**src/rtl/rv32i_pkg.sv**
```systemverilog
// Shared definitions for the RV32I core slice.
//   XLEN          : architectural register / PC width
//   PC_INC        : sequential fetch stride in bytes
//   RV_NOP        : canonical NOP encoding (addi x0, x0, 0)
//   fetch_state_e : instruction fetch FSM encoding
package rv32i_pkg;

  localparam int XLEN = 32;

  localparam logic [XLEN-1:0] PC_INC = 32'd4;

  localparam logic [31:0] RV_NOP = 32'h0000_0013;

  typedef enum logic {
    RUN  = 1'b0,
    HALT = 1'b1
  } fetch_state_e;

endpackage

```
**src/rtl/fetch_fifo.sv**
```systemverilog
// Two-entry synchronous queue of {pc, instruction} pairs for the fetch unit.
// Ports:
//   clk, reset : clock, asynchronous active-high reset
//   push       : write push_data at the tail (ignored when full without a pop)
//   push_data  : {pc[31:0], instr[31:0]}
//   pop        : drop the head entry (ignored when empty)
//   flush      : empty the queue; wins over push and pop
//   full       : two entries held
//   empty      : no entries held
//   head       : oldest entry; stays stable until popped
module fetch_fifo (
  input  logic        clk,
  input  logic        reset,
  input  logic        push,
  input  logic [63:0] push_data,
  input  logic        pop,
  input  logic        flush,
  output logic        full,
  output logic        empty,
  output logic [63:0] head
);

  logic [63:0] mem_q [2];
  logic        rd_q;
  logic        wr_q;
  logic [1:0]  cnt_q;
  logic        do_pop;
  logic        do_push;

  assign full    = (cnt_q == 2'd2);
  assign empty   = (cnt_q == 2'd0);
  assign head    = mem_q[rd_q];
  assign do_pop  = pop && !empty;
  // A push into a full queue is accepted only if the head leaves this cycle.
  assign do_push = push && (!full || do_pop);

  always_ff @(posedge clk or posedge reset) begin
    if (reset) begin
      mem_q[0] <= '0;
      mem_q[1] <= '0;
      rd_q     <= 1'b0;
      wr_q     <= 1'b0;
      cnt_q    <= 2'd0;
    end else if (flush) begin
      rd_q  <= 1'b0;
      wr_q  <= 1'b0;
      cnt_q <= 2'd0;
    end else begin
      if (do_push) begin
        mem_q[wr_q] <= push_data;
        wr_q        <= ~wr_q;
      end
      if (do_pop) begin
        rd_q <= ~rd_q;
      end
      cnt_q <= cnt_q + {1'b0, do_push} - {1'b0, do_pop};
    end
  end

endmodule

```
**src/rtl/instr_fetch.sv**
```systemverilog
// Instruction fetch unit: owns the PC, issues in-order word reads to
// instruction memory, buffers returned words with their PCs and hands them to
// the core over a valid/ready handshake. Accepts redirects from the core.
// Ports:
//   clk, reset                     : clock, asynchronous active-high reset
//   mem_req_valid/addr/ready       : fetch request channel
//   mem_rsp_valid/data             : in-order read responses
//   instr_valid/instr/instr_pc     : queue head to the core
//   instr_ready                    : core consumes the head
//   redirect_valid/redirect_pc     : flush and restart fetch
//   misaligned_err                 : sticky, set by a misaligned redirect
module instr_fetch
  import rv32i_pkg::*;
#(
  parameter logic [31:0] RESET_PC = 32'h0000_0000,
  parameter int          DEPTH    = 2
) (
  input  logic        clk,
  input  logic        reset,
  output logic        mem_req_valid,
  output logic [31:0] mem_req_addr,
  input  logic        mem_req_ready,
  input  logic        mem_rsp_valid,
  input  logic [31:0] mem_rsp_data,
  output logic        instr_valid,
  output logic [31:0] instr,
  output logic [31:0] instr_pc,
  input  logic        instr_ready,
  input  logic        redirect_valid,
  input  logic [31:0] redirect_pc,
  output logic        misaligned_err
);

  localparam logic [2:0] CREDITS = 3'(DEPTH);

  fetch_state_e    state_q;
  logic [XLEN-1:0] req_pc_q;
  logic [XLEN-1:0] rsp_pc_q;
  logic [1:0]      outstanding_q;
  logic [1:0]      outstanding_d;
  logic [1:0]      discard_q;
  logic [1:0]      discard_d;
  logic            err_q;

  logic            fifo_full;
  logic            fifo_empty;
  logic [63:0]     fifo_head;
  logic [1:0]      count;
  logic [2:0]      in_use;
  logic            run;
  logic            pop;
  logic            accept;
  logic            keep;
  logic            flush;
  logic            redirect_ok;
  logic            redirect_bad;

  assign run   = (state_q == RUN);
  assign count = fifo_full ? 2'd2 : (fifo_empty ? 2'd0 : 2'd1);
  assign pop   = instr_valid && instr_ready;

  // Credit check: every accepted request must find a queue slot when its
  // response returns. A head popped this cycle frees its slot immediately,
  // which is what lets zero-wait memory sustain one instruction per cycle.
  assign in_use = {1'b0, outstanding_q} + {1'b0, count} - {2'b00, pop};

  assign mem_req_valid = !reset && run && !redirect_valid && (in_use < CREDITS);
  assign mem_req_addr  = req_pc_q;
  assign accept        = mem_req_valid && mem_req_ready;

  assign redirect_ok  = run && redirect_valid && (redirect_pc[1:0] == 2'b00);
  assign redirect_bad = run && redirect_valid && (redirect_pc[1:0] != 2'b00);
  assign flush        = redirect_ok || redirect_bad;

  // Responses are kept only in RUN, outside a redirect cycle, and once all
  // stale responses from before the last redirect have been dropped.
  assign keep = run && !redirect_valid && mem_rsp_valid && (discard_q == 2'd0);

  always_comb begin
    outstanding_d = outstanding_q + {1'b0, accept} - {1'b0, mem_rsp_valid};
    discard_d     = discard_q;
    if (redirect_ok) begin
      // Everything still in flight after this cycle's response is stale.
      discard_d = outstanding_q - {1'b0, mem_rsp_valid};
    end else if (mem_rsp_valid && (discard_q != 2'd0)) begin
      discard_d = discard_q - 2'd1;
    end
  end

  always_ff @(posedge clk or posedge reset) begin
    if (reset) begin
      state_q       <= RUN;
      req_pc_q      <= RESET_PC;
      rsp_pc_q      <= RESET_PC;
      outstanding_q <= 2'd0;
      discard_q     <= 2'd0;
      err_q         <= 1'b0;
    end else begin
      outstanding_q <= outstanding_d;
      case (state_q)
        RUN: begin
          discard_q <= discard_d;
          if (redirect_bad) begin
            state_q <= HALT;
            err_q   <= 1'b1;
          end else if (redirect_ok) begin
            req_pc_q <= redirect_pc;
            rsp_pc_q <= redirect_pc;
          end else begin
            if (accept) req_pc_q <= req_pc_q + PC_INC;
            if (keep)   rsp_pc_q <= rsp_pc_q + PC_INC;
          end
        end
        // HALT is left only through reset; responses just drain outstanding.
        HALT: begin
          state_q <= HALT;
        end
        default: begin
          state_q <= HALT;
        end
      endcase
    end
  end

  fetch_fifo u_fifo (
    .clk       (clk),
    .reset     (reset),
    .push      (keep),
    .push_data ({rsp_pc_q, mem_rsp_data}),
    .pop       (pop),
    .flush     (flush),
    .full      (fifo_full),
    .empty     (fifo_empty),
    .head      (fifo_head)
  );

  assign instr_valid    = !fifo_empty;
  assign instr          = fifo_head[31:0];
  assign instr_pc       = fifo_head[63:32];
  assign misaligned_err = err_q;

endmodule
```
**config.mk**
```make
export PLATFORM = sky130hd
export DESIGN_NAME = instr_fetch
export DESIGN_NICKNAME = d
export VERILOG_FILES = /design/src/rtl/rv32i_pkg.sv /design/src/rtl/fetch_fifo.sv /design/src/rtl/instr_fetch.sv
export SDC_FILE = /design/constraint.sdc
export NUM_CORES = 1
export LEC_CHECK = 0
export ABC_AREA = 1
export CAP_MARGIN = 20
export CORE_ASPECT_RATIO = 0.6
export CORE_MARGIN = 3
export CORE_UTILIZATION = 59
export DETAILED_ROUTE_END_ITERATION = 8
export MAX_ROUTING_LAYER = met4
export PLACE_DENSITY = 0.95
export SLEW_MARGIN = 20
export SYNTH_ARGS = -nofsm -noshare
export SYNTH_HDL_FRONTEND = slang
export SYNTH_SLANG_ARGS = --single-unit
export TNS_END_PERCENT = 10
```
**constraint.sdc**
```tcl
create_clock -name clk -period 17.4 [get_ports clk]
set_clock_uncertainty 0.1 [all_clocks]
set_input_delay 4.35 -clock clk [delete_from_list [all_inputs] [get_ports clk]]
set_output_delay 4.35 -clock clk [all_outputs]
set_load 0.01 [all_outputs]
```
==> results.py <==
metrics = {
    "floorplan": {
        "die_w_um": 181,
        "die_h_um": 111,
        "rows": 37,
        "ios": 169,
        "start_util": 0.618,
        "core_area_um2": 17500,
        "die_area_um2": 20100,
    },
    "yosys": {
        "synth-seq-area-share": 0.466,
        "synth_top_area_share": 0.466,
        "netlist_area_um2": 10800,
        "avgSynthCellArea_um2": 7.42,
        "ys.flop_type": "dfrtp_1",
        "synth_common_cells": "nand2_1, dfrtp_1, inv_1, o21ai_0, nor2_1",
        "yosys.cell_count.top_type": "nand2_1",
        "synth_edf_count": 0,
        "yosys.area.top_type": "dfrtp_1",
        "syn_inst": 1461,
        "syn_nets": 1542,
        "ys_async_sr_fraction": 1.00,
        "ys_types": 38,
        "ys_ff_latch": 202,
        "synthTopCellsByArea": "dfrtp_1, nand2_1, o21ai_0",
        "ys_warn_count": 0,
    },
    "global_route": {
        "grt_pass1_wl_mm": 49.2,
        "grt_usage": 0.301,
        "first_global_vias": 9786,
        "grt_start_max_net_pins": 130,
        "grt_antenna_before_repair": 0,
        "grt-ovfl-total": 0,
    },
    "worst_setup_path": {
        "path_cells": "clkdlybuf4s50_1, nand2_1, inv_1, ha_1, or2_2, fa_1, nand2_1, nor2_1, nand2_1, inv_1, clkdlybuf4s50_1",
        "end_kind": "output pin",
        "cp_max_fo": 3,
        "crit_path_top_delay_cell": "clkdlybuf4s50_1",
        "cp.arrival_ns": 7.09,
        "path_common_cell": "nand2_1",
        "critical_path_class": "in -> out",
        "required_ns": 12.95,
        "max_stage_delay_ns": 0.52,
        "cp-start-kind": "primary input",
    },
    "placement": {
        "placed_cell_area_um2": 12500,
        "portBuffers": 168,
        "place_congestion": 0.974,
        "placed_cells": 1799,
        "dp_hpwl_mm": 20.0,
    },
    "power_and_ir_drop": {
        "p_int_uw": 945,
        "sw_frac_of_total": 0.299,
        "p_switching_uw": 403,
        "power_frac_seq": 0.377,
        "p_per_area_nw_per_um2": 102,
        "p_comb_frac": 0.287,
        "power.leakage_uw": 0.00619,
        "vdd_drop_max_mv": 0.0810,
        "p_clk_frac": 0.336,
    },
    "clock_network": {
        "cts_hold_buf": 0,
        "cts_tree": "built",
        "postCtsSetupBuffers": 0,
        "clk_path_buf_depth": 3,
        "path_clk_slew_ns": 0.06,
        "cts-resized-gates": 0,
        "clock-sinks": 202,
        "clk_latency_ns": 0.49,
        "cts-root-buf": "clkbuf_16",
        "cts_inserted_buffers": 20,
        "cts_max_level": 1,
    },
    "final_layout": {
        "fin_area_um2": 13200,
        "finalNetCount": 1669,
        "drive_gt1_frac": 0.0518,
        "final_cell_count_no_fill": 1835,
        "n_antenna_cell": 0,
        "fillers": 1264,
        "area_growth_syn_to_layout_pct": 21.4,
    },
    "job": {
        "cap_violations": 0,
    },
    "status": {
        "status": "complete, no violations",
    },
    "routing": {
        "drc_errors": 0,
        "via_per_inst": 5.67,
        "wirelength_mm": 30.0,
        "vias": 10400,
        "wire_per_inst_um": 16.4,
        "drt_iter0_drc": 1236,
        "dr.pass1.iters": 6,
        "antenna_left": 0,
    },
    "hold_path": {
        "hold_path_class": "reg -> reg",
    },
    "timing": {
        "hold_viol": 0,
        "rsz0062_at_grt": "no",
        "maxSlewHeadroom": 0.333,
        "finalSetupTns_ns": 0,
        "timing.fmax_mhz": 86.6,
        "worst_pin_slew_ns": 1.00,
        "min_period_ns": 11.54,
        "timing.final.max_slew_violations": 0,
        "finalSetupViolCount": 0,
        "timing.final.crit_share": 0.663,
    },
}
## per-stage QoR
stage	total power (uW)	setup slack [ns]	utilization	hold slack [ns]
after floorplan	671	3.88	-	0.359
after global placement	881	5.99	0.710	0.364
after detailed placement	887	5.95	0.710	0.378
after CTS	1340	5.83	0.748	0.395
after global routing	1400	5.68	0.750	0.407
final	1350	5.86	0.750	0.391
## per-layer routing
metal,vias up,GRT usage,wire (um)
li1,4877,-,-
met1,4908,0.432,13100
met2,558,0.448,13300
met3,62,0.0603,2970
met4,0,0.0710,605
met5,-,-,0
## logic make-up (layout without fill, tap and decap cells)
group                    Yosys count  in the layout  share of synthesized area
flip-flops                       202            202                      0.466
adder cells (fa/ha/maj)           11             11                     0.0134
buffers and inverters            238            378                     0.0984
AND/OR/NAND/NOR                  701            701                      0.266
AO/OA/AOI/OAI                    297            297                      0.146
XOR/XNOR                          12             12                    0.00970
## path summary, 6_finish.rpt
path	start	to	slack [ns]	depth (start not counted)
worst min-delay path	u_fifo.mem_q[59]	u_fifo.mem_q[59]	0.39	1
worst max-delay path	instr_ready	mem_req_valid	5.86	11
max in group asynchronous	reset	u_fifo.rd_q	11.65	3
worst max register to register	u_fifo.cnt_q[1]	mem_req_addr[27]	13.69	14
worst min register to register	u_fifo.mem_q[59]	u_fifo.mem_q[59]	0.39	1
min in group asynchronous	reset	u_fifo.mem_q[10]	4.21	2
## state kept, by name (all words and copies together) (netlist names)
register	cells
u_fifo.mem_q	128
mem_req_addr	32
rsp_pc_q	32
discard_q	2
outstanding_q	2
u_fifo.cnt_q	2
misaligned_err	1
state_q	1
u_fifo.rd_q	1
u_fifo.wr_q	1
## power groups by stage
stage | clock network (uW) | logic, uW | registers [uW]
floorplan | 0 | 172 | 500
global route | 474 | 416 | 511
CTS | 456 | 356 | 532
detailed placement | 0 | 347 | 540
finish | 452 | 387 | 509
global placement | 0 | 341 | 540
## cells in the final DEF, fill, tap and decap left out, types with 3 or more instances in the layout
cell type	instances
nand3_1	67
nand4_1	7
nand2_1	457
ha_1	10
xnor2_1	5
nand2_2	8
o211ai_1	9
or2_2	3
clkinv_2	6
nor2_4	5
dfrtp_1	201
inv_1	158
xor2_1	7
nor3_1	4
a21oi_1	47
clkbuf_16	21
buf_4	9
nor2_1	127
o21ai_1	62
a31oi_1	9
o21ai_0	149
o21a_1	15
o21bai_1	3
clkdlybuf4s50_1	168
inv_2	4
clkbuf_8	4
nor2_2	14
nand3b_1	5
## worst max-delay path: cells and delay by family
family | cells | cell delay, ns
fa+ha+maj | 2 | 0.79
buf+inv | 4 | 1.11
simple gates | 5 | 0.84
## final cells by class
type	instances	area [um2]	share of cell area
clock buffers	27	588	0.0447
clock inverters	8	90.1	0.00685
inverters	165	632	0.0480
multi-input cells	1021	4720	0.359
flip-flops and latches	202	5060	0.384
well taps	234	293	0.0223
repair buffers	178	1780	0.135
(Power assumes the default switching activity.)
